`config.mk`:
```
export PLATFORM = sky130hd
export DESIGN_NAME = div16_seq
export DESIGN_NICKNAME = d
export VERILOG_FILES = /design/src/rtl/div16_pkg.sv /design/src/rtl/clz16.sv /design/src/rtl/div16_seq.sv
export SDC_FILE = /design/constraint.sdc
export NUM_CORES = 1
export LEC_CHECK = 0
export ABC_AREA = 1
export CAP_MARGIN = 20
export CORE_UTILIZATION = 50
export CTS_CLUSTER_SIZE = 25
export DETAILED_ROUTE_END_ITERATION = 10
export PLACE_DENSITY = 0.77
export SYNTH_ARGS = -nofsm -noshare
export SYNTH_HDL_FRONTEND = slang
export SYNTH_SLANG_ARGS = --single-unit
```
`constraint.sdc`:
```
create_clock -name clk -period 8.9 [get_ports clk]
set_input_delay 1.335 -clock clk [delete_from_list [all_inputs] [get_ports clk]]
set_output_delay 1.335 -clock clk [all_outputs]
set_load 0.1 [all_outputs]
```
`src/rtl/div16_pkg.sv`:
```
// Shared encodings, widths and helpers for the iterative 16-bit divider.
package div16_pkg;
  localparam int W  = 16;
  localparam int CW = 5;

  typedef enum logic [1:0] {
    ST_IDLE  = 2'd0,
    ST_SETUP = 2'd1,
    ST_RUN   = 2'd2,
    ST_DONE  = 2'd3
  } state_t;

  localparam logic [W-1:0] DIV0_QUOTIENT = 16'hFFFF;

  function automatic logic [W-1:0] neg_if(input logic [W-1:0] x, input logic en);
    return en ? -x : x;
  endfunction
endpackage

```
`src/rtl/clz16.sv`:
```
// Count of leading zeros of a 16-bit value; an all-zero input yields 16.
module clz16
  import div16_pkg::*;
(
  input  logic [W-1:0]  val_i,
  output logic [CW-1:0] cnt_o
);
  always_comb begin
    cnt_o = CW'(W);
    for (int i = 0; i < W; i++) begin
      if (val_i[i]) cnt_o = CW'(W - 1 - i);
    end
  end
endmodule

```
`src/rtl/div16_seq.sv`:
```
// Iterative unsigned divider, one quotient bit per clock, divisor pre-normalised via clz16.
// Define DIV16_SIGNED_EN to add the signed_op input (truncating signed division).
module div16_seq
  import div16_pkg::*;
#(
  parameter bit EARLY_OUT = 1'b1
) (
  input  logic         clk,
  input  logic         rst_n,
  input  logic         start,
  input  logic [W-1:0] dividend,
  input  logic [W-1:0] divisor,
`ifdef DIV16_SIGNED_EN
  input  logic         signed_op,
`endif
  output logic         busy,
  output logic         done,
  output logic [W-1:0] quotient,
  output logic [W-1:0] remainder,
  output logic         div_zero
);
  state_t        state_q;
  logic [W-1:0]  n_q, d_q, dsh_q, rem_q, qacc_q, quo_q, rmd_q;
  logic [3:0]    iter_q;
  logic          done_q, dz_q;

  logic [CW-1:0] lz_n, lz_d, k_wide, k_sel;
  logic [W-1:0]  a_mag, b_mag, rem_d, qacc_d;
  logic          n_lt_d, ge, flip_quo, flip_rem;

`ifdef DIV16_SIGNED_EN
  logic negq_q, negr_q;
  assign a_mag    = neg_if(dividend, signed_op & dividend[W-1]);
  assign b_mag    = neg_if(divisor, signed_op & divisor[W-1]);
  assign flip_quo = negq_q;
  assign flip_rem = negr_q;
`else
  assign a_mag    = dividend;
  assign b_mag    = divisor;
  assign flip_quo = 1'b0;
  assign flip_rem = 1'b0;
`endif

  clz16 u_clz_n (.val_i(n_q), .cnt_o(lz_n));
  clz16 u_clz_d (.val_i(d_q), .cnt_o(lz_d));

  // With n >= d the shift aligns the divisor MSB to the dividend MSB without loss.
  assign n_lt_d = n_q < d_q;
  assign k_wide = lz_d - lz_n;
  assign k_sel  = n_lt_d ? '0 : k_wide;

  assign ge     = rem_q >= dsh_q;
  assign rem_d  = ge ? rem_q - dsh_q : rem_q;
  assign qacc_d = (qacc_q << 1) | {{(W-1){1'b0}}, ge};

  always_ff @(posedge clk or negedge rst_n) begin
    if (!rst_n) begin
      state_q <= ST_IDLE;
      n_q     <= '0;
      d_q     <= '0;
      dsh_q   <= '0;
      rem_q   <= '0;
      qacc_q  <= '0;
      quo_q   <= '0;
      rmd_q   <= '0;
      iter_q  <= '0;
      done_q  <= 1'b0;
      dz_q    <= 1'b0;
`ifdef DIV16_SIGNED_EN
      negq_q  <= 1'b0;
      negr_q  <= 1'b0;
`endif
    end else begin
      done_q <= 1'b0;
      case (state_q)
        ST_IDLE: if (start) begin
          n_q <= a_mag;
          d_q <= b_mag;
`ifdef DIV16_SIGNED_EN
          negq_q <= signed_op & (dividend[W-1] ^ divisor[W-1]);
          negr_q <= signed_op & dividend[W-1];
`endif
          if (divisor == '0) begin
            quo_q   <= DIV0_QUOTIENT;
            rmd_q   <= dividend;
            dz_q    <= 1'b1;
            done_q  <= 1'b1;
            state_q <= ST_DONE;
          end else begin
            dz_q    <= 1'b0;
            state_q <= ST_SETUP;
          end
        end
        ST_SETUP: begin
          if (EARLY_OUT && n_lt_d) begin
            quo_q   <= '0;
            rmd_q   <= neg_if(n_q, flip_rem);
            done_q  <= 1'b1;
            state_q <= ST_DONE;
          end else begin
            dsh_q   <= d_q << k_sel;
            rem_q   <= n_q;
            qacc_q  <= '0;
            iter_q  <= k_sel[3:0];
            state_q <= ST_RUN;
          end
        end
        ST_RUN: begin
          rem_q  <= rem_d;
          qacc_q <= qacc_d;
          dsh_q  <= dsh_q >> 1;
          if (iter_q == 4'd0) begin
            quo_q   <= neg_if(qacc_d, flip_quo);
            rmd_q   <= neg_if(rem_d, flip_rem);
            done_q  <= 1'b1;
            state_q <= ST_DONE;
          end else begin
            iter_q <= iter_q - 4'd1;
          end
        end
        ST_DONE: state_q <= ST_IDLE;
        default: state_q <= ST_IDLE;
      endcase
    end
  end

  assign busy      = (state_q != ST_IDLE);
  assign done      = done_q;
  assign quotient  = quo_q;
  assign remainder = rmd_q;
  assign div_zero  = dz_q;
endmodule

```
-- Word level (Yosys, flattened, before mapping)
Cells that the tools add are included.
- output and inout bits: 35
- register bits after elaboration: 119
- logic and storage cells: 101
- input port bits: 35
- muxes and demuxes: 63
- add/subtract/negate cells: 3
- reduce and logical (&&, ||, !) cells: 11
- eq/ne operators: 9
- bitwise logic cells: 1
- shifts and indexed selects: 1
- $lt $le $gt $ge: 2
- operators with widths (kind ; count):
    $mux W16 ; 11
    $mux W5 ; 33
    $pmux W16 S3 ; 2
    $pmux W16 S2 ; 2
    $pmux W15 S2 ; 1
    $ge A16 B16 Y1 ; 1
    $logic_not A16 Y1 ; 1
    $lt A16 B16 Y1 ; 1
    $or A16 B1 Y16 ; 1
    $shl A16 B5 Y16 ; 1
    $sub A16 B16 Y16 ; 1
    $mux W15 ; 1
    $ne A2 B2 Y1 const B ; 6
    $mux W4 ; 2
    $pmux W2 S4 ; 1
    $pmux W4 S2 ; 1
    $mux W2 ; 3
    $reduce_and A2 Y1 ; 3
    $mux W1 ; 5
    $reduce_and A5 Y1 ; 1
    $sub A5 B5 Y5 ; 1
    $eq A2 B2 Y1 const B ; 2
    $logic_not A4 Y1 ; 1
    $reduce_bool A2 Y1 ; 2
    6 further kinds ; 6

-- Depth between registers and ports, before layout
- depth in word-level cells: 21
- mapped depth: 29
- mapped depth without buffers: 29

-- Modules after synthesis
Synthesis repeated with hierarchy kept, for this count alone.
- cell total of the unflattened synthesis: 1098
- area, all modules: 8031.5 um^2
- by module, submodules not included (module ; cells each ; instances ; sequential area each (um^2) ; area an instance (um^2)):
    div16_seq ; 1004 ; 1 ; 2977.9 ; 7628.6
    clz16 ; 47 ; 2 ; 0.0 ; 201.4

-- Least setup slack after synthesis
No wires, ideal clock.
- path kind: register to register
- start point: register n_q[1]
- end point: register dsh_q[12]
- buffers on the path: 0
- period minus slack after synthesis: 3.085 ns
- path slack: 5.815 ns
- data arrival time: 2.972 ns
- stages on the path, launching flop included: 29
- cells stage by stage: dfrtp_1 -> o21ai_0 -> a21oi_1 -> o21ai_0 -> nand2_1 -> nand2_1 -> a21oi_1 -> o21ai_0 -> a21oi_1 -> nor2_1 -> ha_1 -> inv_1 -> fa_1 -> nand2_1 -> nand2_1 -> a21oi_1 -> inv_1 -> nand3_1 -> nand2_1 -> nand2_1 -> nand2_1 -> o21ai_1 -> inv_1 -> nand2_2 -> inv_2 -> nand3_1 -> nand3_1 -> nand2_1 -> inv_1
- cells in the longest elaborated chain, start to end: 20
- elaborated cells on any way between the ends: 23
- ends and longest elaborated chain (element ; line ; RTL):
    from (decl) ; div16_seq.sv:23 ; logic [W-1:0] n_q, d_q, dsh_q, rem_q, qacc_q, quo_q, rmd_q;
    from (signal assigned) ; div16_seq.sv:77 ; n_q <= a_mag;
    $mux W5 (15 in a row) ; clz16.sv:11 ; if (val_i[i]) cnt_o = CW'(W - 1 - i);
    $sub A5 B5 Y5 ; div16_seq.sv:49 ; assign k_wide = lz_d - lz_n;
    $mux W5 ; div16_seq.sv:50 ; assign k_sel = n_lt_d ? '0 : k_wide;
    $shl A16 B5 Y16 ; div16_seq.sv:101 ; dsh_q <= d_q << k_sel;
    $mux W16 ; div16_seq.sv:95 ; if (EARLY_OUT && n_lt_d) begin
    $pmux W16 S2 ; div16_seq.sv:75 ; case (state_q)
    to (signal assigned) ; div16_seq.sv:101 ;
    to (signal assigned) ; div16_seq.sv:111 ; dsh_q <= dsh_q >> 1;
    to (decl) ; div16_seq.sv:23 ;
Parallel ways exist; a longest one is shown, timed or not. The select of a mux whose other input is x is not followed.
A chain may end at the register's enable or synchronous reset.

-- Worst setup path after layout
- start point: register state_q[0]
- end point: output port busy
- cells in the longest elaborated chain, start to end: 1
- ends and longest elaborated chain (element ; line ; RTL):
    from (decl) ; div16_seq.sv:22 ; state_t state_q;
    from (signal assigned) ; div16_seq.sv:58 ; state_q <= ST_IDLE;
    from (signal assigned) ; div16_seq.sv:88 ; state_q <= ST_DONE;
    from (signal assigned) ; div16_seq.sv:91 ; state_q <= ST_SETUP;
    $reduce_bool A2 Y1 ; div16_seq.sv:127 ; assign busy = (state_q != ST_IDLE);
    to (decl) ; div16_seq.sv:16 ; output logic busy,
Every way passes these cells.

==> results_dict.tcl <==
set metrics [dict create \
    htreeDepth 4 \
    grt_antenna_before_repair 0 \
    viasPerCell 5.615 \
    cts_root_buffer "clkbuf_16" \
    grt_start_max_net_pins 74 \
    grt_pass1_wl_mm 34.16 \
    io_pins 70 \
    cts_buffers 17 \
    fin_area_um2 9062 \
    crit_required_ns 7.57 \
    hold_depth 2 \
    start_kind "register" \
    synth_top_area_cell "dfrtp_1" \
    synth_common_cells "232 x nand2_1, 119 x dfrtp_1, 112 x inv_1" \
    die_h_um 126.6 \
    port_buffers 69 \
    grt_usage_pct 27.31 \
    ys.warnings.count 0 \
    clock_latency_ns 0.43 \
    tritoncts "done" \
    clock_sinks 119 \
    drive_above_1_share_pct 6.165 \
    yosysSeqAreaShare_pct 38.35 \
    finalSetupViolCount 0 \
    clk_pin_slew_worst_paths_ns 0.06 \
    synthFlopType "dfrtp_1" \
    timing.fmax_ghz 0.2651 \
    ff2ff_path_depth 26 \
    layout_min_cycle_time_ns 3.772 \
    cp_data_arrival_time_ns 2.44 \
    ys_seq_elements 119 \
    post_dp_cell_area_um2 8458 \
    core_um2 15200 \
    fin_skew_ns 0.01110 \
    r2r_slack_ns 5.13 \
    cap_violations 0 \
    wl_per_cell_um 15.97 \
    synth_area_leaders "dfrtp_1 38%, nand2_1 11%, a21oi_1 6.8%" \
    die_area_um2 16030 \
    grt_pass1_vias 6714 \
    hold_start "remainder[15]" \
    drt_wl_total_mm 20.61 \
    cts_resized 0 \
    r2r-end "dsh_q[7]" \
    drv_slew 0 \
    gp_congestion 0.9497 \
    async_flop_share_pct 100.0 \
    timing.final.crit_share_pct 42.38 \
    ctsHoldBuffers 0 \
    antenna_cells 0 \
    r2r_start "n_q[0]" \
    syn_avg_cell_area_um2 7.445 \
    netlist_area_um2 7765 \
    area_growth_syn_to_layout_pct 16.71 \
    rows 45 \
    ant_nets 0 \
    final.fill_count 1345 \
    worstPathMaxFanout 4 \
    worst_pin_slew_ns 0.9780 \
    cp-end-kind "output pin" \
    synth_top_area_share_pct 38.35 \
    clockBufferDepth 2 \
    hold_path_end "remainder[15]" \
    num_vias 7249 \
    critical_path_class "register to output pin" \
    hp-class "register to register" \
    start_util_pct 51.08 \
    synth_cell_types 47 \
    finalSetupTns_ns 0 \
    syn_nets 1121 \
    whs_ns 0.4852 \
    cts_setup_buffers 0 \
    drc 0 \
    fin_util_pct 59.61 \
    status "finished clean" \
    grt_setup_unrepaired "false" \
    place_hpwl_mm 14.94 \
    drt_iter0_markers 751 \
    slew_headroom_pct 34.59 \
    die_w_um 126.6 \
    synth_enable_flop_cells 0 \
    grt_overflow_total 0 \
    synth.most_common_cell "nand2_1" \
    finalHoldViolCount 0 \
    synthCells 1043 \
    dr.pass1.iters 5 \
    num-nets-final 1168 \
]
how the worst max path moves through the flow:
stage / cells after the start / end / start
finish: 4 / busy / state_q[0]
global route: 25 / dsh_q[7] / d_q[2]
CTS: 4 / busy / state_q[0]
detailed placement: 10 / quotient[5] / divisor[0]
global placement: 9 / quotient[8] / divisor[2]
floorplan: 28 / dsh_q[12] / n_q[1]
critical path, stage by stage (launching register included):
cell and delay (ns):
dfrtp_1 0.40, inv_1 0.11, ha_1 0.22, inv_1 0.11, clkdlybuf4s50_1 1.15
flip-flops by register name (all words and copies together) (netlist names), 2 cells and up:
| register | flops |
|---|---|
| d_q | 16 |
| dsh_q | 16 |
| n_q | 16 |
| quotient | 16 |
| rem_q | 16 |
| remainder | 16 |
| qacc_q | 15 |
| iter_q | 4 |
| state_q | 2 |
area by class of cell:
cell class                 count  area, um2  area share (%)
clock buffer                  18      439.2           4.846
sequential                   119       2978           32.86
multi-input combinational    755       4055           44.75
inverter                     124      471.7           5.205
timing repair buffer          73      718.2           7.925
tap                          188      235.2           2.596
clock inverter                14      165.2           1.822
per-stage QoR:
step	setup WS (ns)	std cells
5_1_grt	4.703	1291
3_3_place_gp	4.984	1259
3_5_place_dp	4.854	1259
2_1_floorplan	5.815	1043
6_report	5.128	1291
4_1_cts	5.120	1291
metal layers:
layer | up-vias | share of wire (%) | GRT usage (%) | routed length [um]
li1 | 3613 | - | - | -
met1 | 3328 | 46 | 38.58 | 9543
met2 | 271 | 45 | 40.95 | 9183
met3 | 37 | 6.3 | 5.567 | 1298
met4 | 0 | 2.8 | 11.27 | 585
met5 | - | 0 | 0 | 0
kinds of logic (layout without fill, tap and decap cells):
logic type	count (synthesis)	count (layout)	synth area share, %
adders and majority gates	43	43	7.122
buffers and inverters	169	229	9.426
xor gates and xnor gates	13	13	1.466
DFF	119	119	38.35
AOI/OAI and AO/OA	256	256	18.37
and+or+nand+nor	443	443	25.27
cell usage in the layout (no fill, tap or decap), types with 3 or more instances in the layout:
master / instances
o21ai_0: 72
a21oi_1: 106
nor2_1: 65
o211ai_1: 20
a31oi_1: 18
xnor2_1: 3
o21ai_1: 16
nand3_1: 106
inv_6: 4
xor2_1: 10
o21bai_1: 3
nand2_1: 232
a22oi_1: 6
buf_4: 5
nand4_1: 13
clkinv_4: 5
nor3_1: 4
nand3_2: 4
clkdlybuf4s50_1: 68
inv_2: 8
ha_1: 41
nand2_2: 7
clkbuf_16: 17
nand2_4: 4
dfrtp_1: 119
inv_1: 112
a22o_1: 6
Power is not shown: default switching activity piles up to over one toggle a cycle in this logic, so the estimate is an artifact.
